===== src/rtl/fetch_stage.sv =====
// Purpose : MIPS instruction-fetch stage with fetch PC, next-PC selection, AdEL detection and the IF/ID register.
// Latency : zero-cycle instruction memory, so the word fetched at PC_F lands in the D registers on the same edge.
// Backpressure: stall freezes PC_F and every D register; Req overrides stall and redirects to the handler.
//
// Ports:
//   clk, reset         clock and asynchronous active-high reset
//   Req                exception/interrupt taken, redirect to HANDLER_PC and flush D
//   stall              hold PC_F and the IF/ID register
//   eret_D, EPC        ERET in decode and its return address; the word fetched behind it is squashed
//   npc_sel, npc_target branch taken / jump in decode and its target
//   jb_D               decode holds a branch/jump, so the current fetch is a delay slot
//   i_inst_rdata       instruction word read combinationally at i_inst_addr
//   i_inst_addr        current fetch PC
//   Instr_D, PC_D, ExcCode_D, BD_D  registered IF/ID contents for the decode splitter
module fetch_stage #(
   parameter logic [31:0] PC_RESET   = 32'h0000_3000,
   parameter logic [31:0] HANDLER_PC = 32'h0000_4180,
   parameter logic [31:0] IM_LO      = 32'h0000_3000,
   parameter logic [31:0] IM_HI      = 32'h0000_6FFC
) (
   input  logic        clk,
   input  logic        reset,
   input  logic        Req,
   input  logic        stall,
   input  logic        eret_D,
   input  logic [31:0] EPC,
   input  logic        npc_sel,
   input  logic [31:0] npc_target,
   input  logic        jb_D,
   input  logic [31:0] i_inst_rdata,
   output logic [31:0] i_inst_addr,
   output logic [31:0] Instr_D,
   output logic [31:0] PC_D,
   output logic [4:0]  ExcCode_D,
   output logic        BD_D
);

   localparam logic [4:0] EXC_NONE = 5'd0;
   localparam logic [4:0] EXC_ADEL = 5'd4;

   logic [31:0] pc_f;
   logic        adel_f;
   logic [31:0] instr_f;
   logic [4:0]  exc_f;

   assign i_inst_addr = pc_f;

   // Misaligned or outside the instruction window; unsigned compares.
   assign adel_f  = (pc_f[1:0] != 2'b00) || (pc_f < IM_LO) || (pc_f > IM_HI);
   // A faulting fetch is turned into a nop that carries the AdEL code.
   assign instr_f = adel_f ? 32'h0 : i_inst_rdata;
   assign exc_f   = adel_f ? EXC_ADEL : EXC_NONE;

   always_ff @(posedge clk or posedge reset) begin
      if (reset) begin
         pc_f      <= PC_RESET;
         Instr_D   <= 32'h0;
         PC_D      <= PC_RESET;
         ExcCode_D <= EXC_NONE;
         BD_D      <= 1'b0;
      end else if (Req) begin
         // Exception entry wins over everything, including stall.
         pc_f      <= HANDLER_PC;
         Instr_D   <= 32'h0;
         PC_D      <= HANDLER_PC;
         ExcCode_D <= EXC_NONE;
         BD_D      <= 1'b0;
      end else if (!stall) begin
         if (eret_D) begin
            // ERET has no delay slot: squash the word fetched behind it.
            pc_f      <= EPC;
            Instr_D   <= 32'h0;
            PC_D      <= pc_f;
            ExcCode_D <= EXC_NONE;
            BD_D      <= 1'b0;
         end else begin
            // Taken or not, the fetch behind a branch/jump is its delay slot;
            // npc_sel implies jb_D so BD is forced on for the taken case.
            pc_f      <= npc_sel ? npc_target : pc_f + 32'd4;
            Instr_D   <= instr_f;
            PC_D      <= pc_f;
            ExcCode_D <= exc_f;
            BD_D      <= jb_D | npc_sel;
         end
      end
   end

endmodule


===== config.mk =====
export PLATFORM = sky130hd
export DESIGN_NAME = fetch_stage
export DESIGN_NICKNAME = d
export VERILOG_FILES = /design/src/rtl/fetch_stage.sv
export SDC_FILE = /design/constraint.sdc
export NUM_CORES = 1
export LEC_CHECK = 0
export CORE_MARGIN = 3
export CORE_UTILIZATION = 46
export DETAILED_ROUTE_END_ITERATION = 6
export PLACE_DENSITY_LB_ADDON = 0.12
export SETUP_SLACK_MARGIN = 0.3
export SLEW_MARGIN = 10
export SYNTH_ARGS = -nofsm -noshare
export SYNTH_HDL_FRONTEND = slang
export SYNTH_SLANG_ARGS = --single-unit
export TNS_END_PERCENT = 1

===== constraint.sdc =====
create_clock -name clk -period 10.05 [get_ports clk]
set_input_delay 2.01 -clock clk [delete_from_list [all_inputs] [get_ports clk]]
set_output_delay 2.01 -clock clk [all_outputs]
set_load 0.03 [all_outputs]

==> summary.md <==
| Metric | Value |
|---|---|
| CTS hold repair buffers | `0` |
| Worst Path Max Fanout | `56` |
| Worst Hold Class | `reg2reg` |
| CTS H-tree lvls | `3` |
| PD cells | `between 100 and 150 mW/mm^2` |
| Count leader, synth | `dfrtp_1` |
| Clock root buffer | `clkbuf_8` |
| RSZ-0062 raised after global routing | `no` |
| Yosys reg bits | `a little under 100` |
| Tmin final | `about 4.1 ns` |
| Peak Freq | `0.241 GHz` |
| Vias in the first global route | `between 5000 and 6000` |
| Post-synth top cells | `dfrtp_1, nor2_1, a22o_1, mux2i_1, nand2_1` |
| EDFF count, synth | `0` |
| Worst-skew pair later-pin latency | `approximately 0.4 ns` |
| Yosys warning total | `0` |
| Kind of critical path | `in2reg` |
| Routed wire length | `17100 um` |
| Crit-path cells | `buf_2 -> buf_4 -> inv_1 -> nand2_1 -> nor2_1 -> and2_1 -> a22o_1` |
| Ranking of synthesized cells by area | `dfrtp_1, mux2i_1, a22o_1, nor2_1, a21oi_1` |
| Syn Area/Cell | `9.65 sq um` |
| Io pins | `approximately 210` |
| Syn Std Cell Area | `0.00510 sq mm` |
| Setup TNS | `0 ns` |
| Placed wire-length estimate | `approximately 12000 um` |
| Total CTS buffers | `9` |
| Slew HR | `a little over a fifth` |
| Critical-path top delay cell | `and2_1` |
| Fin util | `around 70%` |
| Period utilization | `approximately two fifths` |
| Die Ht | `111 um` |
| CTS sink cnt | `just under 100` |
| Delay-heaviest family, CP | `simple AND/OR/NAND/NOR gates` |
| First-pass GRT wire length | `between 20000 and 30000 um` |
| Fillcell total | `between 800 and 900` |
| P&R area growth vs syn | `43.5%` |
| Die Footprint | `approximately 0.012 sq mm` |
| Post-placement cell count | `between 800 and 900` |
| Largest area contributor in the netlist | `dfrtp_1` |
| Core Region | `~0.011 sq mm` |
| Buf/Inv on CP | `3` |
| Pre-antenna DRT Iters | `5` |
| Async set or reset register ratio after synthesis | `100%` |
| Synth top area share | `a little under half` |
| Setup violations, final | `0` |
| Peak VDD IR | `77.0 uV` |
| Total power | `0.000908 W` |
| CTS Buffer Depth | `2` |
| Layout cells sized above 1 | `~4.4%` |
| Placer congestion estimate | `between 0.8 and 0.9` |
| Drt wl/cell | `~20 um` |
| CP Capture Type | `flip-flop` |
| Antenna-violating nets left | `0` |
| Max incr delay on CP | `approximately 0.96 ns` |
| Critical Path Start Type | `primary input` |
| Largest net degree at the start of global routing | `78` |
| Initial core utilization | `between 40 and 50%` |
| Via count | `a little over 5000` |
| Die W | `about 110 um` |
| Leak | `3.07 nW` |
| Setup Buffers After CTS | `0` |
| Hold Vio Cnt, Final | `0` |
| Total Routing Usage GR | `27.5%` |
| Crit path required time | `10.37 ns` |
| Ant. Diodes | `0` |
| Post-synthesis instance total | `between 500 and 600` |
| Row count | `37` |
| Final net count | `805` |
| Reg area | `between 0.002 and 0.0025 sq mm` |
| Multi-input gate area | `~0.0024 sq mm` |
| Top FF cell, synth | `dfrtp_1` |
| Worst Tran Pin Value | `about 1.2 ns` |
| First DRT Iteration DRCs | `a little over 500` |
| Port Buffer Count | `200` |
| Cell variety after synth | `55` |
| Final Max Tran Viols | `0` |
| Max cap viols | `0` |
| Total grt overflow | `0` |
| Clock transition at path regs | `about 0.09 ns` |
| Crit path DAT | `about 4.5 ns` |
| TritonCTS clock tree | `yes` |
| Status | `finished, final reports clean` |
| Antenna violations before repair | `0` |
| Post-synthesis sequential area ratio | `between 40% and 50%` |
| Quantity of gates resized following cts | `0` |
| Vias/cell | `just over 6` |
| DRC viols | `0` |
| Post-route insts no fill | `~840` |
| Skew final | `0.0156 ns` |
-- area by class of cell --
class	count	share of cell area (%)
timing repair buffer	205	27.7
sequential	98	33.6
inverter	17	0.907
multi-input combinational	370	32.6
clock buffer	11	1.80
clock inverter	4	1.04
tap	136	2.33
-- cells in the final DEF (no fill, tap or decap), drive strengths merged, types with 15 or more instances in the layout --
| master | instances |
|---|---|
| a22o | 34 |
| nand3 | 15 |
| clkdlybuf4s50 | 198 |
| dfrtp | 94 |
| nand2 | 32 |
| inv | 17 |
| mux2i | 34 |
| o21ai | 23 |
| nor2 | 70 |
| nand4 | 15 |
| a21oi | 29 |
-- sequential cells by signal, summed over array words and instances, names as in the netlist --
signal,cells
Instr_D,32
PC_D,32
i_inst_addr,32
ExcCode_D,1
BD_D,1
-- final timing paths --
path	startpoint	end	slack, ns	depth (start not counted)
hold reg to reg	Instr_D[2]	Instr_D[2]	0.51	1
hold / removal	Instr_D[2]	Instr_D[2]	0.51	1
setup reg to reg	i_inst_addr[24]	Instr_D[10]	7.31	5
setup / recovery	Req	Instr_D[10]	5.91	7
max in group asynchronous	reset	Instr_D[9]	6.88	3
min in group asynchronous	reset	Instr_D[21]	1.92	2
-- per-stage QoR --
step | worst slack (ns) | hold WS (ns) | instance area (sq um)
after global routing | 5.71 | 0.536 | 7310
after CTS | 5.94 | 0.515 | 7310
after global placement | 5.64 | 0.478 | 7110
after floorplan | 5.48 | 0.585 | 5110
after detailed placement | 5.56 | 0.492 | 7110
final | 5.91 | 0.513 | 7310
-- logic make-up after synthesis --
kind of cell / Yosys count / synth area share [%]
flops: 98 / 48.2
compound gates: 155 / 21.7
buf+inv: 63 / 5.38
simple gates: 169 / 16.5
xor+xnor: 7 / 1.20
fa+ha+maj: 1 / 0.245
other cells: 1 / 0.0736
mux: 34 / 6.68
-- per-layer routing --
layer / part of all wire (%) / vias up / global-route usage (%) / routed length (um)
li1: - / 2305 / - / -
met1: 40 / 2433 / 36.7 / 6920
met2: 48 / 332 / 42.9 / 8150
met3: 10 / 33 / 7.81 / 1720
met4: 2.0 / 0 / 10.1 / 337
met5: 0 / - / 0 / 0
-- where the power goes --
| part | internal, W | total [W] | switching, W |
|---|---|---|---|
| Combinational | 0.0000879 | 0.000190 | 0.000102 |
| Clock | 0.000140 | 0.000282 | 0.000142 |
| Sequential | 0.000410 | 0.000436 | 0.0000260 |
No activity file was read; power rests on OpenSTA's default activity.
